--- src/rtl/ap_ctrl_hs_sequencer.sv ---
// Upstream ap_ctrl_hs driver: issues NUM_TRANS starts, matches dones to start
// timestamps through a small FIFO, and reports latency/interval stats plus finish.
module ap_ctrl_hs_sequencer #(
    parameter int NUM_TRANS      = 10,
    parameter int MAX_INFLIGHT   = 4,
    parameter int CNT_W          = 32,
    parameter int TIMEOUT_CYCLES = 100000
) (
    input  logic             ap_clk,
    input  logic             ap_rst_n,
    input  logic             run,
    output logic             ap_start,
    input  logic             ap_ready,
    input  logic             ap_done,
    output logic             finish,
    output logic             busy,
    output logic [CNT_W-1:0] issued_cnt,
    output logic [CNT_W-1:0] done_cnt,
    output logic [CNT_W-1:0] last_latency,
    output logic [CNT_W-1:0] min_latency,
    output logic [CNT_W-1:0] max_latency,
    output logic [CNT_W-1:0] last_interval,
    output logic             timeout_err,
    output logic             protocol_err,
    output logic [2:0]       dbg_state
);

    localparam int AW = (MAX_INFLIGHT > 1) ? $clog2(MAX_INFLIGHT) : 1;
    localparam int OW = $clog2(MAX_INFLIGHT + 1);
    localparam logic [CNT_W-1:0] NUM_C    = CNT_W'(NUM_TRANS);
    localparam logic [OW-1:0]    DEPTH_C  = OW'(MAX_INFLIGHT);
    localparam logic [AW-1:0]    LAST_PTR = AW'(MAX_INFLIGHT - 1);
    localparam logic [31:0]      TMO_C    = 32'(TIMEOUT_CYCLES);

    typedef enum logic [2:0] {
        S_IDLE   = 3'd0,
        S_ISSUE  = 3'd1,
        S_DRAIN  = 3'd2,
        S_FINISH = 3'd3,
        S_ERROR  = 3'd4
    } state_t;

    state_t           r_state;
    state_t           w_state_next;
    logic             w_clear;
    logic [CNT_W-1:0] r_cycle_cnt;
    logic [CNT_W-1:0] r_fifo [MAX_INFLIGHT];
    logic [AW-1:0]    r_rd_ptr;
    logic [AW-1:0]    r_wr_ptr;
    logic [OW-1:0]    r_occ;
    logic [31:0]      r_wdog;
    logic [CNT_W-1:0] r_prev_accept;
    logic [CNT_W-1:0] r_issued_cnt;
    logic [CNT_W-1:0] r_done_cnt;
    logic [CNT_W-1:0] r_last_latency;
    logic [CNT_W-1:0] r_min_latency;
    logic [CNT_W-1:0] r_max_latency;
    logic [CNT_W-1:0] r_last_interval;
    logic             r_timeout_err;
    logic             r_protocol_err;

    function automatic logic [AW-1:0] ptr_inc(input logic [AW-1:0] p);
        return (p == LAST_PTR) ? '0 : p + 1'b1;
    endfunction

    logic             w_busy;
    logic             w_fifo_empty;
    logic             w_fifo_full;
    logic             w_start;
    logic             w_accept;
    logic             w_done;
    logic             w_bypass;
    logic             w_pop;
    logic             w_push;
    logic             w_proto;
    logic             w_done_ok;
    logic [CNT_W-1:0] w_lat;
    logic [31:0]      w_wdog_inc;
    logic             w_timeout;
    logic [CNT_W-1:0] w_issued_next;
    logic [CNT_W-1:0] w_done_next;

    // Handshake: a start is accepted on any cycle where ap_start && ap_ready;
    // ap_start comes from registers only and never depends on ap_ready.
    assign w_busy        = (r_state == S_ISSUE) || (r_state == S_DRAIN);
    assign w_fifo_empty  = (r_occ == '0);
    assign w_fifo_full   = (r_occ == DEPTH_C);
    assign w_start       = (r_state == S_ISSUE) && (r_issued_cnt < NUM_C) && !w_fifo_full;
    assign w_accept      = w_start && ap_ready;
    assign w_done        = w_busy && ap_done;
    assign w_bypass      = w_done && w_accept && w_fifo_empty;
    assign w_pop         = w_done && !w_fifo_empty;
    assign w_push        = w_accept && !w_bypass;
    assign w_proto       = w_done && w_fifo_empty && !w_accept;
    assign w_done_ok     = w_pop || w_bypass;
    assign w_lat         = w_bypass ? '0 : (r_cycle_cnt - r_fifo[r_rd_ptr]);
    assign w_wdog_inc    = r_wdog + 32'd1;
    // A spurious done does not rescue a stalled run, so both errors can coincide.
    assign w_timeout     = w_busy && !w_accept && !w_done_ok && (w_wdog_inc >= TMO_C);
    assign w_issued_next = r_issued_cnt + {{(CNT_W-1){1'b0}}, w_accept};
    assign w_done_next   = r_done_cnt + {{(CNT_W-1){1'b0}}, w_done_ok};

    always_comb begin
        w_state_next = r_state;
        w_clear      = 1'b0;
        case (r_state)
            S_IDLE, S_FINISH, S_ERROR: begin
                if (run) begin
                    w_clear      = 1'b1;
                    w_state_next = S_ISSUE;
                end
            end
            S_ISSUE: begin
                if (w_proto || w_timeout) begin
                    w_state_next = S_ERROR;
                end else if (w_accept && (w_issued_next == NUM_C)) begin
                    w_state_next = (w_done_next == NUM_C) ? S_FINISH : S_DRAIN;
                end
            end
            S_DRAIN: begin
                if (w_proto || w_timeout) begin
                    w_state_next = S_ERROR;
                end else if (w_done_next == NUM_C) begin
                    w_state_next = S_FINISH;
                end
            end
            default: w_state_next = S_IDLE;
        endcase
    end

    always_ff @(posedge ap_clk) begin
        if (!ap_rst_n) begin
            r_state         <= S_IDLE;
            r_cycle_cnt     <= '0;
            r_rd_ptr        <= '0;
            r_wr_ptr        <= '0;
            r_occ           <= '0;
            r_wdog          <= '0;
            r_prev_accept   <= '0;
            r_issued_cnt    <= '0;
            r_done_cnt      <= '0;
            r_last_latency  <= '0;
            r_min_latency   <= '1;
            r_max_latency   <= '0;
            r_last_interval <= '0;
            r_timeout_err   <= 1'b0;
            r_protocol_err  <= 1'b0;
        end else begin
            r_state     <= w_state_next;
            r_cycle_cnt <= r_cycle_cnt + 1'b1;
            if (w_clear) begin
                r_rd_ptr        <= '0;
                r_wr_ptr        <= '0;
                r_occ           <= '0;
                r_wdog          <= '0;
                r_prev_accept   <= '0;
                r_issued_cnt    <= '0;
                r_done_cnt      <= '0;
                r_last_latency  <= '0;
                r_min_latency   <= '1;
                r_max_latency   <= '0;
                r_last_interval <= '0;
                r_timeout_err   <= 1'b0;
                r_protocol_err  <= 1'b0;
            end else if (w_busy) begin
                if (w_push) begin
                    r_fifo[r_wr_ptr] <= r_cycle_cnt;
                    r_wr_ptr         <= ptr_inc(r_wr_ptr);
                end
                if (w_pop) begin
                    r_rd_ptr <= ptr_inc(r_rd_ptr);
                end
                if (w_push && !w_pop) begin
                    r_occ <= r_occ + 1'b1;
                end else if (w_pop && !w_push) begin
                    r_occ <= r_occ - 1'b1;
                end
                if (w_accept) begin
                    r_issued_cnt  <= w_issued_next;
                    r_prev_accept <= r_cycle_cnt;
                    if (r_issued_cnt != '0) begin
                        r_last_interval <= r_cycle_cnt - r_prev_accept;
                    end
                end
                if (w_done_ok) begin
                    r_done_cnt     <= w_done_next;
                    r_last_latency <= w_lat;
                    if (w_lat < r_min_latency) r_min_latency <= w_lat;
                    if (w_lat > r_max_latency) r_max_latency <= w_lat;
                end
                if (w_proto)   r_protocol_err <= 1'b1;
                if (w_timeout) r_timeout_err  <= 1'b1;
                r_wdog <= (w_accept || ap_done) ? '0 : w_wdog_inc;
            end
        end
    end

    assign ap_start      = w_start;
    assign finish        = (r_state == S_FINISH) || (r_state == S_ERROR);
    assign busy          = w_busy;
    assign issued_cnt    = r_issued_cnt;
    assign done_cnt      = r_done_cnt;
    assign last_latency  = r_last_latency;
    assign min_latency   = r_min_latency;
    assign max_latency   = r_max_latency;
    assign last_interval = r_last_interval;
    assign timeout_err   = r_timeout_err;
    assign protocol_err  = r_protocol_err;
    assign dbg_state     = r_state;

endmodule

--- config.mk ---
export PLATFORM = sky130hd
export DESIGN_NAME = ap_ctrl_hs_sequencer
export DESIGN_NICKNAME = d
export VERILOG_FILES = /design/src/rtl/ap_ctrl_hs_sequencer.sv
export SDC_FILE = /design/constraint.sdc
export NUM_CORES = 1
export LEC_CHECK = 0
export CAP_MARGIN = 20
export CORE_MARGIN = 2
export CORE_UTILIZATION = 49
export CTS_CLUSTER_SIZE = 20
export DETAILED_ROUTE_END_ITERATION = 16
export PLACE_DENSITY = 0.77
export SETUP_SLACK_MARGIN = 0.02
export SLEW_MARGIN = 20
export SYNTH_ARGS = -nofsm -noshare
export SYNTH_HDL_FRONTEND = slang
export SYNTH_SLANG_ARGS = --single-unit
export TNS_END_PERCENT = 5
--- constraint.sdc ---
create_clock -name ap_clk -period 6.2 [get_ports ap_clk]
set_clock_uncertainty 0.2 [all_clocks]
set_input_delay 0.93 -clock ap_clk [delete_from_list [all_inputs] [get_ports ap_clk]]
set_output_delay 0.93 -clock ap_clk [all_outputs]
set_load 0.03 [all_outputs]
### Word level (Yosys, flattened, before mapping)

Memory sizes are Yosys's and may differ from the RTL's. A register that Yosys moved wholly into a read port is not among the register bits.
Cells that the tools add are included.

| storage, ports and cells | value |
|---|---|
| register bits after elaboration | 300 |
| bits in writable memories | 128 |
| input port bits | 5 |
| output and inout bits | 200 |
| word-level logic and storage cells | 110 |
| memories | 1 |

| cells by class | value |
|---|---|
| $add $sub $neg | 10 |
| $lt $le $gt $ge | 4 |
| equal/unequal tests | 12 |
| multiplexer cells | 22 |
| bitwise operators | 1 |
| reductions and logical operators | 45 |

Memory list:

| memory | depth | width | rd ports | clocked after memory_dff | write ports | RTL line | RTL |
|---|---|---|---|---|---|---|---|
| r_fifo | 4 | 32 | 1 | 1 | 1 | 47 | `logic [CNT_W-1:0] r_fifo [MAX_INFLIGHT];` |

Operators by type and width:

| cell | number |
|---|---|
| $add A32 B1 Y32 | 2 |
| $add A32 B1 Y32 const B | 2 |
| $eq A32 B4 Y1 const B | 2 |
| $mux W32 | 2 |
| $sub A32 B32 Y32 | 2 |
| $ge A32 B17 Y1 const B | 1 |
| $gt A32 B32 Y1 | 1 |
| $lt A32 B32 Y1 | 1 |
| $lt A32 B4 Y1 const B | 1 |
| $reduce_bool A32 Y1 | 1 |
| $mux W3 | 7 |
| $logic_and A1 B1 Y1 | 16 |
| $reduce_and A2 Y1 | 7 |
| $reduce_and A3 Y1 | 4 |
| $pmux W3 S3 | 1 |
| $mux W1 | 8 |
| $mux W2 | 4 |
| $logic_not A1 Y1 | 7 |
| $eq A3 B2 Y1 const B | 2 |
| $eq A3 B3 Y1 const B | 2 |
| $logic_not A3 Y1 | 2 |
| $ne A3 B1 Y1 const B | 2 |
| $logic_or A1 B1 Y1 | 5 |
| $add A2 B1 Y2 const B | 2 |
| 9 further kinds | 10 |

### Longest topological paths before layout

Gate-level depths: netlist (run 1).

| depth | value |
|---|---|
| depth in word-level cells | 13 |
| gate-level depth with buffers | 29 |
| gate-level depth less buffers | 25 |

### Worst setup path before layout (run 1)

Ideal clock, no wire load.

| timing path | value |
|---|---|
| kind | reg-to-reg |
| start point | register (tool-made name) |
| end point | register r_max_latency[29], in the netlist max_latency[29] |
| library setup time | 128 ps |
| data arrival time | 6363 ps |
| slack | -490 ps |
| cell stages (with the launch flop) | 30 |
| cells stage by stage | dfxtp_1 > clkbuf_1 > buf_1 > mux4_2 > ha_1 > inv_1 > fa_1 > a21o_1 > a21oi_1 > o21ai_0 > a31oi_1 > o21ai_0 > a211oi_1 > a21oi_1 > a31oi_1 > nor2b_1 > xor2_1 > nor2_1 > ha_1 > nand2_1 > nor2_1 > nand4_1 > or3_1 > nor4_1 > a2111oi_0 > a211oi_1 > buf_2 > buf_1 > mux2i_1 > nor2_1 |

RTL lines:

| element | RTL line | RTL |
|---|---|---|
| end signal: assignment | 189 | `if (w_lat > r_max_latency) r_max_latency <= w_lat;` |
| end: declaration | 57 | `logic [CNT_W-1:0] r_max_latency;` |

==> out/results.tsv, run 1 <==
stage	metric	value	unit
global_route	gr-max-usage-layer	met2	
clocking	numCtsBuffers	47	
power_and_ir_drop	power_leakage	10.4	nW
critical_path	path_max_fanout	7	
drt	post_drt_wl_per_cell	17.7	um
power_and_ir_drop	p_per_area	278	mW/mm^2
timing	hold_ws	0.254	ns
synth	async_reset_ff_frac	0	
clocking	root_buffer	clkbuf_16	
critical_path	cp-end-kind	flop	
timing	finalHoldViolations	0	
finish	antenna_cells	0	
synth	yosysWarningCount	0	
drt	vias_per_cell	5.66	
global_route	grt_overflow_total	0	
synth	synthCells	2398	
finish	final_cell_mix	dfxtp_1, nand2_1, nor2_1, clkdlybuf4s50_1, a21oi_1	
timing	drv_slew	0	
floorplan	rows	77	
floorplan	ioPinCount	205	
synth	synth_fp_nets	2544	
critical_path	worstSetupPathType	flop to flop	
synth	ys_types	75	
synth	syn_area	0.0221	sq mm
floorplan	dieArea	0.0468	sq mm
drt	drt-initial-drc-count	1250	
drt	wirelength	57600	um
outcome	outcome	finished, final reports clean	
placed_design	dp_hpwl	40500	um
finish	stdcell_count	3250	
timing	setup_viol	0	
finish	syn_to_final_growth	22.4	%
global_route	first_global_vias	17725	
placed_design	place.gp.congestion	0.929	
critical_path	worstSetupStartpointType	flop	
clocking	clock_latency	0.60	ns
timing	tightestPinTransition	1.01	ns
timing	period_share	0.974	
clocking	clk_pin_slew	0.06	ns
floorplan	die_x	216	um
placed_design	place_area	0.0251	sq mm
global_route	grtUsageMet3	0.0417	
flow_run	drv_cap	0	
timing	fmax	0.166	GHz
global_route	met2_usage	0.389	
synth	synth_edf_count	128	
global_route	grt_max_degree	93	
global_route	grtUsageTotal	0.240	
placed_design	dp.cells	3152	
finish	fin_nets	2765	
floorplan	die_y	216	um
timing	tns	0	ns
worst_hold_path	hp-class	flop to flop	
clocking	htree_num_levels	2	
finish	fin_area	0.0270	sq mm
global_route	antenna_found_initial	0	
critical_path	required	6.47	ns
synth	synth_ff_type	dfxtp_1	
finish	drive_above_1_share	0.106	
synth	synth_seq_cells	430	
floorplan	start_util	0.498	
global_route	grt_pass1_wl	92100	um
drt	drc	0	
clocking	cts_tree	built	
power_and_ir_drop	power	7.51	mW
timing	period_needed	6.04	ns
finish	final_common_cell	dfxtp_1	
clocking	clockBufferDepth	3	
finish	fillers	3632	
floorplan	core_region_area	0.0443	sq mm
drt	ant_nets	0	
timing	max_slew_margin	0.325	
global_route	use_met1	0.330	
power_and_ir_drop	peakVddDrop	0.000201	V
clocking	clock_sinks	430	
synth	avgSynthCellArea	9.21	sq um
drt	vias	18411	
drt	first_pass_iters	5	
synth	yosysSeqAreaShare	0.448	
placed_design	numPortBuffers	204	
critical_path	critical_path_arrival	6.31	ns
[layout make-up]
cell class	count	area (sq um)	area share
clock buffer	62	1360	0.0502
sequential	430	9890	0.366
clock inverter	26	293	0.0108
inverter	164	616	0.0228
timing repair buffer	297	2840	0.105
tap	592	741	0.0274
multi-input combinational	1679	11300	0.418
[cells in the mapped netlist (6+ instances only)]
cell | number | share of area
a211oi_1 | 18 | 0.0061
a21o_1 | 31 | 0.011
a21oi_1 | 195 | 0.044
a311oi_1 | 10 | 0.0040
a31oi_1 | 18 | 0.0051
and2_1 | 15 | 0.0042
and3_1 | 58 | 0.016
and4_1 | 10 | 0.0040
buf_1 | 13 | 0.0022
buf_2 | 13 | 0.0029
buf_4 | 6 | 0.0020
clkbuf_1 | 90 | 0.015
dfxtp_1 | 302 | 0.27
edfxtp_1 | 128 | 0.17
ha_1 | 138 | 0.078
inv_1 | 161 | 0.027
mux2i_1 | 36 | 0.016
mux4_2 | 32 | 0.033
nand2_1 | 287 | 0.049
nand2b_1 | 17 | 0.0048
nand3_1 | 81 | 0.018
nand4_1 | 39 | 0.011
nor2_1 | 214 | 0.036
nor2b_1 | 15 | 0.0042
nor3_1 | 45 | 0.010
nor3b_1 | 8 | 0.0027
nor4_1 | 22 | 0.0062
o211ai_1 | 10 | 0.0034
o21a_1 | 9 | 0.0031
o21ai_0 | 96 | 0.022
o21bai_1 | 6 | 0.0020
o311ai_1 | 19 | 0.0075
o31ai_1 | 11 | 0.0037
or3_1 | 24 | 0.0068
xnor2_1 | 56 | 0.022
xor2_1 | 74 | 0.029
[logic make-up (layout without fill, tap and decap cells)]
kind of cell               count (synthesis)  in the layout  share of synthesized area
adders and majority gates                141            141                     0.0809
AOI/OAI and AO/OA                        473            473                      0.132
DFF                                      430            430                      0.448
buffers and inverters                    289            549                     0.0519
and+or+nand+nor                          867            867                      0.187
muxes                                     68             68                     0.0489
xor gates and xnor gates                 130            130                     0.0515
[metrics by stage]
| step | setup slack, ns | util |
|---|---|---|
| floorplan | -0.0658 | - |
| global placement | 0.0788 | 0.566 |
| detailed placement | -0.202 | 0.566 |
| CTS | 0.0368 | 0.604 |
| global route | -0.0386 | 0.610 |
| finish | 0.159 | 0.610 |
[power breakdown]
part | switching, mW | internal, mW | total, mW
Combinational | 1.02 | 0.516 | 1.54
Sequential | 0.0707 | 2.95 | 3.03
Clock | 1.22 | 1.73 | 2.95
Total | 2.31 | 5.20 | 7.51
[flip-flops by register name, summed over array words and instances, names as in the netlist, 32 cells and up, named ones only]
register / flops
r_fifo: 128
done_cnt: 32
issued_cnt: 32
last_interval: 32
last_latency: 32
max_latency: 32
min_latency: 32
r_cycle_cnt: 32
r_prev_accept: 32
r_wdog: 32
[worst paths after layout]
| kind | endpoint | depth (start not counted) | slack, ns | startpoint |
|---|---|---|---|---|
| hold / removal | last_interval[6] | 2 | 0.25 | last_interval[6] |
| hold reg to reg | last_interval[6] | 2 | 0.25 | last_interval[6] |
| setup / recovery | max_latency[13] | 24 | 0.16 | flop |
| setup reg to reg | max_latency[13] | 24 | 0.16 | flop |
[repair_timing]
item / 4_1_cts / 5_1_grt
buffers inserted: 1 / 8
gates cloned: 0 / 1
pin swaps: 3 / 19
setup endpoints to repair: 32 / 64
hold buffers: 0 / 0
gates resized for setup: 11 / 38
[worst max-delay path: stages (launching register included)]
cell and delay (ns):
dfxtp_4 0.40, mux4_2 0.51, inv_1 0.07, ha_1 0.23, and2_1 0.16, o2111a_1 0.26
a2111oi_4 0.41, a31oi_2 0.20, o2111a_2 0.32, or4_1 0.49, nand3_2 0.10, inv_1 0.06
ha_1 0.29, nand4_1 0.15, nor2_1 0.14, nand4_1 0.12, or3_4 0.38, nor4_4 0.31
a2111oi_4 0.12, buf_4 0.16, a211oi_4 0.19, buf_6 0.17, buf_12 0.14, mux2i_2 0.24
nor2_1 0.07
[per-layer routing]
| layer | vias up | routed length, um |
|---|---|---|
| li1 | 8924 | - |
| met5 | - | 0 |
| met2 | 573 | 26200 |
| met4 | 0 | 1470 |
| met3 | 104 | 3520 |
| met1 | 8810 | 26300 |
Power figures use the tool's default switching activity.
==> run 2: changes to the inputs <==
Settings changed: SKIP_CTS_REPAIR_TIMING set to 1, TNS_END_PERCENT 5 to not set.
==> run 2 against run 1 <==
  * Setup slack improved by 0.0076 ns
  * Critical endpoint is now max_latency[27]
  * Combinational power rose by 3%
  * Die area is the same
  * Global-route usage down 0.063 points
  * Total power is 1.2% higher
==> out/results.tsv, run 2 (synthesis gave the netlist of run 1 again) <==
stage	metric	value	unit
finish	fin_nets	2795	
critical_path	cp-end-kind	flop	
drt	met1_length	26400	um
placed_design	place_area	0.0252	sq mm
finish	fillers	3661	
power_and_ir_drop	power	7.60	mW
critical_path	path_max_fanout	6	
floorplan	die_x	216	um
global_route	grt_max_degree	115	
drt	drc	0	
placed_design	place_ws	-0.212	ns
finish	final_cell_mix	dfxtp_1, nand2_1, nor2_1, clkdlybuf4s50_1, a21oi_1	
finish	antenna_cells	0	
timing	setup_viol	0	
global_route	grtUsageTotal	0.240	
placed_design	place.gp.congestion	0.912	
finish	multi_input_area	0.0113	sq mm
drt	top_layer	met4	
drt	wl_met2	26800	um
clocking	cts_tree	built	
drt	vias	18583	
drt	first_pass_iters	5	
global_route	first_global_vias	17773	
finish	largest_reg_flops	128	
timing	period_share	0.973	
clocking	clk_pin_slew	0.06	ns
floorplan	core_region_area	0.0443	sq mm
clocking	clockBufferDepth	3	
global_route	antenna_found_initial	0	
worst_hold_path	hp-class	flop to flop	
critical_path	critical_path_arrival	6.34	ns
finish	drive_above_1_share	0.113	
power_and_ir_drop	p_per_area	278	mW/mm^2
critical_path	worstSetupPathType	flop to flop	
clocking	htree_num_levels	2	
floorplan	ioPinCount	205	
drt	post_drt_wl_per_cell	17.8	um
finish	ff_latch_area	0.00989	sq mm
outcome	outcome	finished, final reports clean	
drt	wirelength	58300	um
clocking	root_buffer	clkbuf_16	
timing	fmax	0.166	GHz
power_and_ir_drop	peakVddDrop	0.000253	V
clocking	numCtsBuffers	47	
timing	tns	0	ns
placed_design	dp_hpwl	40500	um
placed_design	numPortBuffers	204	
global_route	grt_overflow_total	0	
timing	hold_ws	0.253	ns
timing	max_slew_margin	0.312	
floorplan	dieArea	0.0468	sq mm
global_route	grt_pass1_wl	92200	um
power_and_ir_drop	power_leakage	10.6	nW
clocking	clock_latency	0.59	ns
finish	syn_to_final_growth	23.7	%
timing	period_needed	6.03	ns
floorplan	start_util	0.498	
timing	timing.final.ws_setup	0.167	ns
critical_path	worstSetupStartpointType	flop	
finish	final_common_cell	dfxtp_1	
critical_path	required	6.51	ns
flow_run	drv_cap	0	
drt	met3RoutedLength	3720	um
floorplan	die_y	216	um
timing	grt_setup_unrepaired	true	
timing	tightestPinTransition	1.03	ns
drt	vias_per_cell	5.67	
drt	ant_nets	0	
clocking	clock_sinks	430	
drt	drt-initial-drc-count	1328	
finish	largest_register	r_fifo	
finish	fin_area	0.0273	sq mm
floorplan	rows	77	
timing	drv_slew	0	
critical_path	r2r_slack	0.17	ns
timing	finalHoldViolations	0	
-- run 2: cell types whose count changed in the layout (fill, tap and decap cells not counted), sizes merged --
cell / delta
buf: +29
bufinv: +4
clkbuf: -3
clkinv: +2
clkinvlp: -1
inv: -1
-- run 2: path summary, 6_finish.rpt --
path               startpoint               end  cells after the start
max                      flop   max_latency[27]                     27
min          last_latency[20]  last_latency[20]                      2
max reg2reg              flop   max_latency[27]                     27
min reg2reg  last_latency[20]  last_latency[20]                      2
-- run 2: metrics by stage --
| stage | utilization | cells |
|---|---|---|
| global placement | 0.568 | 3168 |
| finish | 0.617 | 3280 |
| detailed placement | 0.568 | 3168 |
| CTS | 0.606 | 3256 |
| global route | 0.617 | 3280 |
| floorplan | - | 2398 |
-- run 2: critical path, stage by stage, from the launching register on --
cell and delay [ns]:
dfxtp_4 0.41, mux4_2 0.52, inv_1 0.07, ha_1 0.23, and2_1 0.16, o2111a_1 0.26
a2111oi_4 0.35, buf_4 0.20, a31oi_4 0.10, or2_4 0.28, buf_4 0.15, a211oi_2 0.20
xor2_1 0.23, nor2_1 0.09, ha_1 0.31, a21oi_1 0.19, a211oi_1 0.09, a2111oi_1 0.32
o21ai_1 0.13, o221a_2 0.29, a2111oi_4 0.20, buf_4 0.18, a211oi_4 0.04, buf_4 0.16
buf_6 0.13, buf_4 0.14, buf_4 0.14, o22ai_1 0.16
-- run 2: report_power, final --
part           internal (mW)  leakage (nW)  switching, mW
Sequential              2.95          3.62         0.0703
Clock                   1.81         0.826           1.20
Combinational          0.543          6.17           1.04
-- run 2: layout make-up --
cell class              instances  area share
clock buffers                  58      0.0465
flip-flops and latches        430       0.362
well taps                     592      0.0271
clock inverters                30      0.0148
repair buffers                327       0.112
inverters                     164      0.0225
multi-input cells            1679       0.415
-- run 2: routing by layer --
layer / vias up / track usage
li1: 8991 / -
met1: 8887 / 0.332
met2: 601 / 0.386
met3: 104 / 0.0414
met4: 0 / 0.0676
met5: - / 0
==> run 3: changes to the inputs <==
Settings changed: DONT_BUFFER_PORTS set to 1, PLACE_DENSITY 0.77 to 0.71, TNS_END_PERCENT set to 100.
==> run 3 against run 2 <==
  * First-iteration DRC count shrank 2.2%
  * Non-clock buffer count shrank 235
  * Clock power down 2%
  * Sequential share of layout area up 3.5 points
  * Global-route usage shrank 0.76 points
  * Die area unchanged
  * Largest cell class unchanged
  * Largest power group unchanged
==> out/results.tsv, run 3 (synthesis gave the netlist of run 1 again) <==
stage	metric	value	unit
clocking	clock_sinks	430	
clocking	clk_pin_slew	0.06	ns
timing	period_share	0.993	
power_and_ir_drop	power	7.42	mW
worst_hold_path	hp-class	flop to flop	
critical_path	path_max_fanout	10	
drt	drc	0	
global_route	first_global_vias	16705	
floorplan	start_util	0.498	
timing	period_needed	6.16	ns
clocking	cts_tree	built	
drt	wirelength	55900	um
finish	fin_nets	2560	
finish	utilization	0.563	
floorplan	ioPinCount	205	
floorplan	dieArea	0.0468	sq mm
clocking	htree_num_levels	2	
critical_path	cp-end-kind	flop	
global_route	grtUsageTotal	0.232	
floorplan	die_x	216	um
timing	finalHoldViolations	0	
critical_path	required	6.44	ns
drt	ant_nets	0	
finish	final_cell_mix	dfxtp_1, nand2_1, nor2_1, a21oi_1, inv_1	
drt	vias_per_cell	5.75	
placed_design	place.gp.congestion	0.931	
global_route	grt_overflow_total	0	
global_route	grt_pass1_wl	88900	um
flow_run	drv_cap	0	
power_and_ir_drop	power_leakage	9.66	nW
global_route	antenna_found_initial	0	
clocking	root_buffer	clkbuf_16	
global_route	grt_max_degree	132	
finish	largest_register	r_fifo	
finish	drive_above_1_share	0.109	
timing	drv_slew	0	
timing	fmax	0.162	GHz
floorplan	core_region_area	0.0443	sq mm
placed_design	dp_hpwl	39000	um
finish	final_common_cell	dfxtp_1	
finish	syn_to_final_growth	12.9	%
outcome	outcome	finished, final reports clean	
timing	hold_ws	0.254	ns
floorplan	die_y	216	um
drt	vias	17488	
critical_path	worstSetupStartpointType	flop	
timing	max_slew_margin	0.318	
drt	drt-initial-drc-count	1299	
timing	tightestPinTransition	1.02	ns
timing	setup_viol	0	
placed_design	numPortBuffers	0	
power_and_ir_drop	peakVddDrop	0.000234	V
clocking	clock_latency	0.58	ns
drt	post_drt_wl_per_cell	18.4	um
clocking	numCtsBuffers	47	
finish	antenna_cells	0	
finish	largest_reg_flops	128	
floorplan	rows	77	
power_and_ir_drop	p_per_area	298	mW/mm^2
finish	fillers	3829	
clocking	clockBufferDepth	3	
critical_path	critical_path_arrival	6.39	ns
critical_path	worstSetupPathType	flop to flop	
drt	first_pass_iters	8	
run 3: changes by cell type in the layout (fill, tap and decap cells not counted), sizes merged:
cell,delta
bufinv,-1
clkdlybuf4s50,-204
clkinv,-4
inv,-2
clkinvlp,+4
buf,-30
run 3: final timing paths:
path / endpoint / slack (ns) / cells past startpoint / start
setup / recovery: max_latency[16] / 0.04 / 26 / flop
hold / removal: r_prev_accept[24] / 0.25 / 2 / r_prev_accept[24]
setup reg to reg: max_latency[16] / 0.04 / 26 / flop
hold reg to reg: r_prev_accept[24] / 0.25 / 2 / r_prev_accept[24]
run 3: cell type report:
cell class / instances / area, sq um / area share
sequential: 430 / 9890 / 0.397
tap: 592 / 741 / 0.0297
inverter: 164 / 616 / 0.0247
clock buffer: 59 / 1300 / 0.0520
multi-input combinational: 1679 / 11300 / 0.452
clock inverter: 27 / 332 / 0.0133
timing repair buffer: 92 / 798 / 0.0320
run 3: stage by stage:
stage	area [sq um]	setup TNS [ns]	cells	worst slack [ns]
after CTS	24700	-7.28	3037	-0.296
final	24900	0	3043	0.0442
after global routing	24900	-6.59	3043	-0.189
after global placement	23000	-0.195	2951	-0.0176
after detailed placement	23000	-5.99	2951	-0.263
after floorplan	22100	0	2398	0.0441
run 3: report_power, final:
group          leakage [nW]  internal [mW]  switching (mW)  total [mW]
clock network         0.783           1.78            1.18        2.95
registers              3.62           2.95           0.133        3.09
logic                  5.25          0.434           0.947        1.38
run 3: routing by layer:
layer | share of wire | track usage | up-vias
li1 | - | - | 8501
met3 | 0.078 | 0.0559 | 90
met1 | 0.46 | 0.320 | 8372
met5 | 0 | 0 | -
met2 | 0.44 | 0.363 | 525
met4 | 0.023 | 0.0667 | 0
run 3: critical path, cell delays in order, from the launching register on:
cell	delay, ns
dfxtp_4	0.43
mux4_2	0.54
inv_2	0.08
ha_1	0.21
nor2b_1	0.14
o21ai_2	0.19
a21oi_2	0.11
a2111oi_4	0.39
buf_4	0.18
a31oi_2	0.11
o2111a_2	0.31
o311ai_2	0.32
nor3b_2	0.26
nor3_2	0.09
ha_1	0.31
nand2_1	0.08
nor2_1	0.10
nand4_1	0.12
or3_4	0.39
nor4_4	0.33
buf_4	0.18
a2111oi_4	0.07
a211oi_4	0.33
buf_6	0.16
clkbuf_16	0.14
mux2i_1	0.18
nor2_1	0.05
